**src/rtl/action_arbiter.sv**
```systemverilog
// Round-robin arbiter for pet-care requests: latches rising edges, offers one
// action at a time over valid/ready, then holds off for COOLDOWN cycles.
//
// state | meaning
// IDLE  | waiting for en and a pending request
// OFFER | act_valid high, code/onehot frozen until act_ready
// HOLD  | cooldown countdown after an accepted action
module action_arbiter #(
    parameter int unsigned COOLDOWN = 50_000_000
) (
    input  logic       clk,
    input  logic       rst,
    input  logic       req_salud,
    input  logic       req_hambre,
    input  logic       req_diversion,
    input  logic       req_energia,
    input  logic       en,
    input  logic       act_ready,
    output logic       act_valid,
    output logic [1:0] act_code,
    output logic [3:0] act_onehot,
    output logic [3:0] pending,
    output logic       busy,
    output logic [7:0] drop_count
);

    typedef enum logic [1:0] {IDLE, OFFER, HOLD} state_t;

    localparam logic [25:0] CNT_LOAD = 26'(COOLDOWN - 1);

    state_t      state;
    logic [3:0]  req;
    logic [3:0]  prev;
    logic [3:0]  edge_det;
    logic [3:0]  clr;
    logic [3:0]  drops;
    logic [25:0] cnt;
    logic [1:0]  ptr;
    logic [2:0]  n_drops;
    logic [8:0]  drop_sum;
    logic [1:0]  win_code;
    logic [1:0]  idx;

    assign req      = {req_energia, req_diversion, req_hambre, req_salud};
    assign edge_det = req & ~prev;
    // act_onehot is zero outside OFFER, so it doubles as the clear mask
    assign clr      = (act_valid && act_ready) ? act_onehot : 4'b0000;
    assign drops    = edge_det & pending & ~clr;

    always_comb begin
        n_drops = 3'd0;
        for (int i = 0; i < 4; i++) begin
            n_drops = n_drops + {2'b00, drops[i]};
        end
        drop_sum = {1'b0, drop_count} + {6'b000000, n_drops};
    end

    // Search downward so the last hit is the first set bit at or above ptr
    always_comb begin
        win_code = ptr;
        idx      = ptr;
        for (int i = 3; i >= 0; i--) begin
            idx = ptr + 2'(i);
            if (pending[idx]) begin
                win_code = idx;
            end
        end
    end

    always_ff @(posedge clk or negedge rst) begin
        if (!rst) begin
            state      <= IDLE;
            prev       <= 4'b1111;
            pending    <= 4'b0000;
            drop_count <= 8'd0;
            act_valid  <= 1'b0;
            act_code   <= 2'd0;
            act_onehot <= 4'b0000;
            busy       <= 1'b0;
            cnt        <= 26'd0;
            ptr        <= 2'd0;
        end else begin
            prev       <= req;
            pending    <= (pending & ~clr) | edge_det;
            drop_count <= drop_sum[8] ? 8'hFF : drop_sum[7:0];
            case (state)
                IDLE: begin
                    if (en && (pending != 4'b0000)) begin
                        state      <= OFFER;
                        act_valid  <= 1'b1;
                        act_code   <= win_code;
                        act_onehot <= 4'b0001 << win_code;
                        busy       <= 1'b1;
                    end
                end
                OFFER: begin
                    if (act_ready) begin
                        state      <= HOLD;
                        act_valid  <= 1'b0;
                        act_onehot <= 4'b0000;
                        ptr        <= act_code + 2'd1;
                        cnt        <= CNT_LOAD;
                    end
                end
                HOLD: begin
                    if (cnt == 26'd0) begin
                        state <= IDLE;
                        busy  <= 1'b0;
                    end else begin
                        cnt <= cnt - 26'd1;
                    end
                end
                default: begin
                    state <= IDLE;
                end
            endcase
        end
    end

endmodule

```
**config.mk**
```make
export PLATFORM = sky130hd
export DESIGN_NAME = action_arbiter
export DESIGN_NICKNAME = d
export VERILOG_FILES = /design/src/rtl/action_arbiter.sv
export SDC_FILE = /design/constraint.sdc
export NUM_CORES = 1
export LEC_CHECK = 0
export BUFFER_PORTS_ARGS = -buffer_cell sky130_fd_sc_hd__buf_2
export CAP_MARGIN = 0
export CORE_MARGIN = 1.5
export CORE_UTILIZATION = 45
export DETAILED_ROUTE_END_ITERATION = 10
export PLACE_DENSITY_LB_ADDON = 0.3
export SLEW_MARGIN = 20
export SYNTH_ARGS = -nofsm -noshare
export SYNTH_HDL_FRONTEND = slang
export SYNTH_SLANG_ARGS = --single-unit
```
**constraint.sdc**
```tcl
create_clock -name clk -period 3.7 [get_ports clk]
set_clock_uncertainty 0.2 [all_clocks]
set_input_delay 0.185 -clock clk [delete_from_list [all_inputs] [get_ports clk]]
set_output_delay 0.185 -clock clk [all_outputs]
set_load 0.01 [all_outputs]
```
==> metrics, run 1 <==
status complete, no violations; hold_buf cts 5; Mapped Area 0.00275 mm2; Starting Density around 46%; Die W 81.2 um; vias in the first global route 2,118; combinational power share 15.9%; # nets final roughly 330; crit-path max FO 6; overall routing resource usage 19.3%; Power Internal 949 uW; I/O pin cnt 28; Num CTS Buffers 5; post-CTS sizing 0; # diodes 0; worst path required time 3.74 ns; gp weighted congestion 0.792; Yosys reg bits 54; DR vias 2,186; Worst setup SP type flip-flop; Die H 81.2 um; crit path kind reg2reg; unrepaired setup endpoints after global routing no; Post-CTS Setup Repair Bufs 0; Crit path buffers/inverters 1; Netlist cell types 50; Synth Net Count 292; Hold Vio Cnt, Final 0; clock latency on the worst-skew pair 0.30 ns; DRT Pass-1 Iters 4; Yosys top cell area share 45.5%; critical path arrival 3.12 ns; Worst-path clk slew about 0.10 ns; slowest stage delay, CP just over 0.5 ns; Core Rows 28; Synth Instances 279; total power between 1000 and 1500 uW; leading area contributor after synthesis dfrtp_1; relative slew slack a little under two fifths; vias per inst approximately 5.6; Setup TNS Final 0 ns; ratio of final minimum period to clock period 83.3%; Max Cap Violations 0; pin count of the biggest net entering global routing 31; WL/cell around 15 um; DIE AREA 0.00659 mm2; DRT Wirelength 5.80 mm; maximum VDD drop ~300 uV; Most used DFF post-synth dfrtp_1; delay-heaviest family, CP adder cells; clk sinks 54; Sw Share between 20% and 30%; CP Capture Type flip-flop; total grt overflow 0; first-pass GRT wire length 9.86 mm; # port buffers 27; Sw Pwr 348 uW; Final Core Density 53.1%; crit path cell chain nand3_1 -> nand2_1 -> or3_1 -> fa_1 -> fa_1 -> inv_1 -> fa_1 -> nand2_1 -> nor2_1 -> nand3_1 -> nand2_1; post-synthesis sequential area ratio about half; H-tree levels 2; number of synthesized flops with an enable pin 0; fin cells roughly 400; number of remaining DRC errors 0; Least-Margin Pin Slew 0.938 ns; main area contributors after synthesis dfrtp_1 (45%), o21ai_0 (4.2%), dfstp_2 (3.8%); core area 0.00592 mm2; DP HPWL 4.12 mm; antenna violations before repair 0; Iteration-0 DRC Markers 114; placed cell area 0.00298 mm2; Inst Count DP 378; Hold Path Class in2reg; synth-to-layout area growth 14.3%; fin area 0.00314 mm2; Longest Clk Path Bufs 2; Final ANT Viol Nets 0; Final min period 3.08 ns; share of cells above drive strength 1 16.1%; Cell Pwr Density about 410 mW/mm2; Post-synth ARST share 100%; clock root cell clkbuf_8; Pleak 0.00140 uW; CTS tree yes; Flop pwr share 52.4%; Pins Over Slew Limit 0; Mapped Avg Cell Area 9.86 um2; CP max-delay cell fa_1; Yosys warning count 0; Final setup viols 0; Clk pwr share approximately a third; Peak Freq 325 MHz
cell usage after synthesis (3+ instances only):
library cell	count
dfrtp_1	50
nand2_1	25
o21ai_0	23
nor2_1	18
inv_1	15
a21oi_1	13
nand3_1	12
or3_1	11
nor3_1	10
a31oi_1	7
a211oi_1	6
and3_1	6
mux2i_1	6
nand2b_1	6
clkbuf_1	5
a21o_1	4
dfstp_2	4
nor2b_1	4
nor4_1	4
or4_1	4
xnor2_1	4
and4_1	3
fa_1	3
nand3b_1	3
xor2_1	3
power groups by stage:
stage	combinational [uW]	clock (uW)	sequential, uW
final	206	411	680
after global routing	241	438	689
after CTS	213	417	680
after detailed placement	208	0	690
after global placement	202	0	691
after floorplan	109	0	703
final timing paths:
path                                       start                 endpoint  slack [ns]  cells after the start
setup / recovery           act_valid$_DFFE_PN0P_  drop_count[0]$_DFF_PN0_        0.62                     11
hold / removal                                en     state[0]$_DFFE_PN0P_        0.04                      3
setup reg to reg           act_valid$_DFFE_PN0P_  drop_count[0]$_DFF_PN0_        0.62                     11
hold reg to reg               cnt[8]$_DFFE_PN0P_       cnt[8]$_DFFE_PN0P_        0.30                      1
max in group asynchronous                    rst        prev[1]$_DFF_PN1_        2.21                      3
min in group asynchronous                    rst      cnt[19]$_DFFE_PN0P_        0.25                      2
routing by layer:
layer | routed length (um) | share of wire, % | GRT usage [%]
met1 | 2800 | 48 | 26.1
met2 | 2710 | 47 | 31.7
met3 | 244 | 4.2 | 3.71
met4 | 53 | 0.91 | 5.17
met5 | 0 | 0 | 0
cells in the final DEF, fill, tap and decap left out, types with 2 or more instances in the layout:
cell and n:
and4_1 3, nand3_1 12, mux2_2 2, a31oi_1 7, or3_1 11, clkbuf_8 6
dlygate4sd3_1 5, nor2_1 18, nor4_1 4, mux2i_1 6, buf_2 27, dfrtp_1 50
buf_4 3, fa_1 3, a211oi_1 6, nand3b_1 3, nand2b_1 6, and3_1 6
xor2_1 3, xnor2_1 4, or4_1 4, o21ai_0 23, nor2b_1 4, inv_1 15
dfstp_2 4, a21o_1 4, o21a_1 2, o41ai_1 2, nand2_1 25, a21oi_1 13
a22o_1 2, ha_1 2, nor3_1 10
state kept, by name, summed over array words and instances (netlist names):
name and cells:
act_onehot 4, busy 1, drop_count 8, prev 4
act_valid 1, state 2, ptr 2, cnt 26
act_code 2, pending 4
worst reg2reg max path, cell delays in order, from the launching register on:
cell and delay, ns:
dfrtp_1 0.44, nand3_1 0.10, nand2_1 0.06, or3_1 0.34, fa_1 0.51, fa_1 0.46, inv_1 0.08, fa_1 0.22
nand2_1 0.09, nor2_1 0.18, nand3_1 0.23, nand2_1 0.13
per-stage QoR:
step	hold WS [ns]	setup WS, ns
after global routing	0.0535	0.347
final	0.0356	0.620
after detailed placement	0.0746	0.603
after floorplan	-0.311	0.812
after global placement	0.0608	0.703
after CTS	0.0266	0.586
logic make-up (layout without fill, tap and decap cells):
group                    Yosys count  in the layout  share of synthesized area, %
AND/OR/NAND/NOR                  114            114                          22.7
AO/OA/AOI/OAI                     69             69                          16.2
flip-flops                        54             54                          49.3
buffers and inverters             21             58                          2.91
multiplexers                       9              9                          3.55
XOR/XNOR                           7              7                          2.23
adder cells (fa/ha/maj)            5              5                          3.09
layout make-up:
type                       instances  area [um2]
clock buffer                       7        86.3
clock inverter                     1        30.0
fill                             532        2780
inverter                          15        56.3
multi-input combinational        204        1310
sequential                        54        1360
tap                               75        93.8
timing repair buffer              35         208
(Power assumes the default switching activity.)
==> run 2: changes to the inputs <==
- clock period: 3.7 -> 2.91 ns (I/O delays scaled with it)
==> metrics, run 2 (same netlist as run 1, synthesis figures left out) <==
status complete, no violations (unchanged); first-pass GRT wire length 10.2 mm (was 9.86 mm); Longest Clk Path Bufs 2 (unchanged); unrepaired setup endpoints after global routing no (unchanged); slowest stage delay, CP 0.54 ns (was 0.51 ns); Die H 81.2 um (unchanged); Starting Density 46.4% (unchanged); Iteration-0 DRC Markers 101 (was 114); biggest regs cnt: 26 flops, drop_count: 8 flops (unchanged); Pins Over Slew Limit 0 (unchanged); share of cells above drive strength 1 22.0% (was 16.1%); CTS tree yes (unchanged); # port buffers 27 (unchanged); most frequent cells in the layout dfrtp_1 (50), buf_2 (27), nand2_1 (25), o21ai_0 (22) (was dfrtp_1 (50), buf_2 (27), nand2_1 (25), o21ai_0 (23), nor2_1 (18)); Hold Path Class in2reg (unchanged); WL/cell 14.5 um (was 14.8 um); Hold Vio Cnt, Final 0 (unchanged); CP max-delay cell fa_1 (unchanged); most common cell after layout, fill and taps aside dfrtp_1 (unchanged); worst path required time 2.91 ns (was 3.74 ns); ratio of final minimum period to clock period 95.5% (was 83.3%); clock latency on the worst-skew pair 0.31 ns (was 0.30 ns); Most flops, register cnt (unchanged); max reg flops 26 (unchanged); fillcell total 539 (was 532); vias per inst 5.50 (was 5.59); Num CTS Buffers 5 (unchanged); Max Cap Violations 0 (unchanged); crit-path max FO 3 (was 6); Least-Margin Pin Slew 1.03 ns (was 0.938 ns); Peak Freq 360 MHz (was 325 MHz); total grt overflow 0 (unchanged); DRT Pass-1 Iters 4 (unchanged); pin count of the biggest net entering global routing 55 (was 31); crit path kind reg2reg (unchanged); Pleak 0.00148 uW (was 0.00140 uW); DR vias 2,238 (was 2,186); DRT Wirelength 5.91 mm (was 5.80 mm); Final ANT Viol Nets 0 (unchanged); number of remaining DRC errors 0 (unchanged); Hold Crit Depth 4 (was 3); Cell Pwr Density 510 mW/mm2 (was 413 mW/mm2); synth-to-layout area growth 19.9% (was 14.3%); overall routing resource usage 20.1% (was 19.3%); # diodes 0 (unchanged); maximum VDD drop 321 uV (was 304 uV); crit path cell chain nand3_1 -> nand2_1 -> or3_4 -> fa_1 -> fa_2 -> inv_1 -> fa_2 -> buf_4 -> nand3_1 -> xor2_1 -> nand2_1 (was nand3_1 -> nand2_1 -> or3_1 -> fa_1 -> fa_1 -> inv_1 -> fa_1 -> nand2_1 -> nor2_1 -> nand3_1 -> nand2_1); r2r worst-path depth 11 (unchanged); CP Capture Type flip-flop (unchanged); # nets final 344 (was 328); core area 0.00592 mm2 (unchanged); H-tree levels 2 (unchanged); Worst setup SP type flip-flop (unchanged); vias in the first global route 2,198 (was 2,118); I/O pin cnt 28 (unchanged); DP HPWL 4.07 mm (was 4.12 mm); clock root cell clkbuf_8 (unchanged); relative slew slack 31.0% (was 37.2%); Core Rows 28 (unchanged); Die W 81.2 um (unchanged); Setup TNS Final 0 ns (unchanged); Final setup viols 0 (unchanged); DIE AREA 0.00659 mm2 (unchanged); Final min period 2.78 ns (was 3.08 ns); clk sinks 54 (unchanged); antenna violations before repair 0 (unchanged); gp weighted congestion 0.822 (was 0.792); Final Core Density 55.7% (was 53.1%); critical path arrival 2.78 ns (was 3.12 ns); Worst-path clk slew 0.09 ns (was 0.10 ns)
==> run 2: cell types whose count changed in the layout (fill, tap and decap cells not counted), moves of 2 or more <==
| cell | delta |
|---|---|
| dlygate4sd3_1 | +2 |
| buf_4 | +14 |
| fa_1 | -2 |
| fa_2 | +2 |
==> run 2: final timing paths <==
| check | from | to | slack [ns] |
|---|---|---|---|
| worst min register to register | pending[2]$_DFF_PN0_ | pending[2]$_DFF_PN0_ | 0.31 |
| min in group asynchronous | rst | cnt[20]$_DFFE_PN0P_ | 0.28 |
| worst max-delay path | act_onehot[2]$_DFFE_PN0P_ | drop_count[4]$_DFF_PN0_ | 0.13 |
| worst min-delay path | act_ready | pending[2]$_DFF_PN0_ | 0.03 |
| worst max register to register | act_onehot[2]$_DFFE_PN0P_ | drop_count[4]$_DFF_PN0_ | 0.13 |
| max in group asynchronous | rst | pending[0]$_DFF_PN0_ | 1.78 |
==> run 2: area by class of cell <==
cell class	count	area, um2	area share (%)
clock buffers	7	86.3	2.62
flip-flops and latches	54	1360	41.1
well taps	75	93.8	2.85
inverters	15	56.3	1.71
clock inverters	1	30.0	0.910
multi-input cells	204	1340	40.7
repair buffers	51	333	10.1
==> run 2: worst max-delay path, delay by kind of cell, from the launching register on <==
family / cells / cell delay [ns]
buffers and inverters: 2 / 0.20
adders and majority gates: 3 / 1.09
DFF: 1 / 0.41
and+or+nand+nor: 5 / 0.63
xor gates and xnor gates: 1 / 0.15
==> run 2: routing by layer <==
layer	vias to the layer above	track usage (%)	share of wire (%)	wire, um
li1	1120	-	-	-
met1	1075	26.6	48	2810
met2	37	32.6	48	2840
met3	6	5.28	3.5	208
met4	0	5.52	0.78	46
met5	-	0	0	0
==> run 2: where the power goes <==
part / internal [uW] / switching, uW
Combinational: 137 / 155
Clock: 281 / 241
Sequential: 807 / 61.5
Total: 1220 / 457
==> run 2: what timing repair did <==
item / 4_1_cts / 5_1_grt
hold buffers: 7 / 0
buffers inserted: 0 / 1
endpoints found under the hold margin: 59 / 0
pin swaps: 0 / 3
endpoints found under the setup margin: 2 / 8
gates resized for setup: 1 / 8
==> run 2: metrics by stage <==
step / area [um2] / total power, uW / setup slack [ns] / hold slack, ns / std cells
6_report: 3300 / 1680 / 0.131 / 0.0320 / 407
5_1_grt: 3300 / 1780 / 0.00149 / 0.0738 / 407
3_5_place_dp: 3080 / 1150 / 0.0117 / 0.0614 / 391
4_1_cts: 3270 / 1690 / 0.00842 / 0.00960 / 406
3_3_place_gp: 3080 / 1140 / 0.0471 / 0.0611 / 391
2_1_floorplan: 2750 / 1030 / 0.0220 / -0.350 / 279
==> run 3: changes to the inputs <==
- CAP_MARGIN: 0 -> default
- clock period: 2.91 -> 2.3 ns (I/O delays scaled with it)
==> metrics, run 3 (same netlist as run 1, synthesis figures left out) <==
status complete, but fails checks (was complete, no violations); failing checks negative setup slack; Longest Clk Path Bufs 2 (unchanged); clock root cell clkbuf_8 (unchanged); r2r worst-path depth 11 (unchanged); Sw Pwr 605 uW (was 457 uW); Pins Over Slew Limit 0 (unchanged); DRT Pass-1 Iters 4 (unchanged); Starting Density 46.4% (unchanged); Hold Path Class in2reg (unchanged); Iteration-0 DRC Markers 91 (was 101); Min-Delay Startpoint act_ready (unchanged); DR vias 2,482 (was 2,238); Flop pwr share 53.6% (was 51.7%); vias in the first global route 2,430 (was 2,198); Final setup viols 15 (was 0); Sw Share 29.3% (was 27.2%); crit path kind reg2reg (unchanged); pin count of the biggest net entering global routing 36 (was 55); fin cells 453 (was 407); most common cell after layout, fill and taps aside buf_4 (was dfrtp_1); total grt overflow 0 (unchanged); fin area 0.00389 mm2 (was 0.00330 mm2); Core Rows 28 (unchanged); Most flops, register cnt (unchanged); slowest stage delay, CP 0.46 ns (was 0.54 ns); synth-to-layout area growth 41.6% (was 19.9%); placed cell area 0.00341 mm2 (was 0.00308 mm2); CP max-delay cell fa_1 (unchanged); Inst Count DP 430 (was 391); biggest regs cnt: 26 flops, drop_count: 8 flops (unchanged); Final Core Density 65.8% (was 55.7%); I/O pin cnt 28 (unchanged); crit path cell chain nand3_2 -> nand2_2 -> or3_4 -> fa_1 -> fa_2 -> inv_2 -> fa_2 -> nand2_2 -> nor2_4 -> nand3_4 -> nand3_2 (was nand3_1 -> nand2_1 -> or3_4 -> fa_1 -> fa_2 -> inv_1 -> fa_2 -> buf_4 -> nand3_1 -> xor2_1 -> nand2_1); Final min period 2.73 ns (was 2.78 ns); critical path arrival 2.78 ns (about the same); max reg flops 26 (unchanged); Die H 81.2 um (unchanged); CTS tree yes (unchanged); core area 0.00592 mm2 (unchanged); reg-to-reg slack, setup -0.43 ns (was 0.13 ns); number of remaining DRC errors 0 (unchanged); Max Cap Violations 0 (unchanged); antenna violations before repair 0 (unchanged); Least-Margin Pin Slew 0.814 ns (was 1.03 ns); hold slack 0.0519 ns (was 0.0320 ns); Pleak 0.00174 uW (was 0.00148 uW); unrepaired setup endpoints after global routing yes (was no); DP HPWL 4.66 mm (was 4.07 mm); # diodes 0 (unchanged); fillcell total 494 (was 539); Setup WS post-layout -0.434 ns (was 0.131 ns); maximum VDD drop 523 uV (was 321 uV); H-tree levels 2 (unchanged); Reg2Reg Capture Point drop_count[5]$_DFF_PN0_ (was drop_count[4]$_DFF_PN0_); combinational power share 19.7% (was 17.3%); Reg2Reg Launch Point act_valid$_DFFE_PN0P_ (was act_onehot[2]$_DFFE_PN0P_); WL/cell 15.0 um (was 14.5 um); share of cells above drive strength 1 41.5% (was 22.0%); Hold Crit Depth 4 (unchanged); # port buffers 27 (unchanged); DRT Wirelength 6.80 mm (was 5.91 mm); relative slew slack 45.8% (was 31.0%); first-pass GRT wire length 10.9 mm (was 10.2 mm); Num CTS Buffers 5 (unchanged); clk sinks 54 (unchanged); DIE AREA 0.00659 mm2 (unchanged); overall routing resource usage 21.6% (was 20.1%); Clk pwr share 26.8% (was 31.0%); Die W 81.2 um (unchanged); most frequent cells in the layout buf_4 (55), dfrtp_1 (49), buf_2 (28), nand2_1 (21) (was dfrtp_1 (50), buf_2 (27), nand2_1 (25), o21ai_0 (22)); # nets final 390 (was 344); ratio of final minimum period to clock period 119% (was 95.5%); Worst setup SP type flip-flop (unchanged); Power Internal 1460 uW (was 1220 uW); worst path required time 2.35 ns (was 2.91 ns); CP Capture Type flip-flop (unchanged); gp weighted congestion 0.789 (was 0.822); Final ANT Viol Nets 0 (unchanged); Peak Freq 366 MHz (was 360 MHz); Worst-path clk slew 0.10 ns (was 0.09 ns); Cell Pwr Density 531 mW/mm2 (was 510 mW/mm2); clock latency on the worst-skew pair 0.31 ns (about the same); Hold Vio Cnt, Final 0 (unchanged); hold endpoint state[0]$_DFFE_PN0P_ (was pending[2]$_DFF_PN0_); vias per inst 5.48 (was 5.50); crit-path max FO 6 (was 3)
-- run 3: area by class of cell --
type | count | area [um2] | share of cell area (%)
Multi-Input combinational cell | 204 | 1590 | 40.9
Sequential cell | 54 | 1360 | 34.9
Timing Repair Buffer | 97 | 701 | 18.0
Tap cell | 75 | 93.8 | 2.41
Clock buffer | 7 | 86.3 | 2.22
Inverter | 15 | 56.3 | 1.45
Clock inverter | 1 | 5.00 | 0.129
-- run 3: repair_timing --
item	in CTS	in global routing
hold buffers	8	0
endpoints found under the setup margin	24	34
cloned	0	1
buffers inserted	2	5
hold endpoints to repair	43	0
resized for setup	18	42
pin swaps	8	13
-- run 3: how the worst max path moves through the flow --
stage | depth (start not counted) | end | start
floorplan | 11 | drop_count[5]$_DFF_PN0_ | act_valid$_DFFE_PN0P_
global placement | 11 | drop_count[5]$_DFF_PN0_ | act_valid$_DFFE_PN0P_
detailed placement | 11 | drop_count[2]$_DFF_PN0_ | act_valid$_DFFE_PN0P_
CTS | 11 | drop_count[2]$_DFF_PN0_ | act_valid$_DFFE_PN0P_
global route | 11 | drop_count[2]$_DFF_PN0_ | act_valid$_DFFE_PN0P_
finish | 11 | drop_count[5]$_DFF_PN0_ | act_valid$_DFFE_PN0P_
-- run 3: worst max-delay path: cells and delay by family (launching register included) --
kind / cells / cell delay, ns
simple gates: 7 / 0.90
buf+inv: 1 / 0.07
fa+ha+maj: 3 / 1.06
flops: 1 / 0.43
-- run 3: metal layers --
layer / part of all wire [%] / GRT usage, % / routed length [um]
met1: 44 / 27.2 / 3020
met2: 50 / 37.3 / 3420
met3: 3.7 / 3.93 / 249
met4: 1.6 / 7.59 / 110
met5: 0 / 0 / 0
-- run 3: power by group through the flow --
stage / logic (uW) / registers, uW / clock network [uW]
after floorplan: 198 / 1140 / 0
after global placement: 367 / 1120 / 0
after detailed placement: 384 / 1120 / 0
after CTS: 413 / 1110 / 570
after global routing: 461 / 1120 / 606
final: 407 / 1110 / 554
-- run 3: metrics by stage --
stage	total power (uW)	setup TNS, ns	setup WS, ns
after floorplan	1330	-3.17	-0.402
after global placement	1490	-4.00	-0.446
after detailed placement	1500	-4.69	-0.494
after CTS	2090	-3.80	-0.458
after global routing	2190	-5.82	-0.583
final	2070	-4.07	-0.434
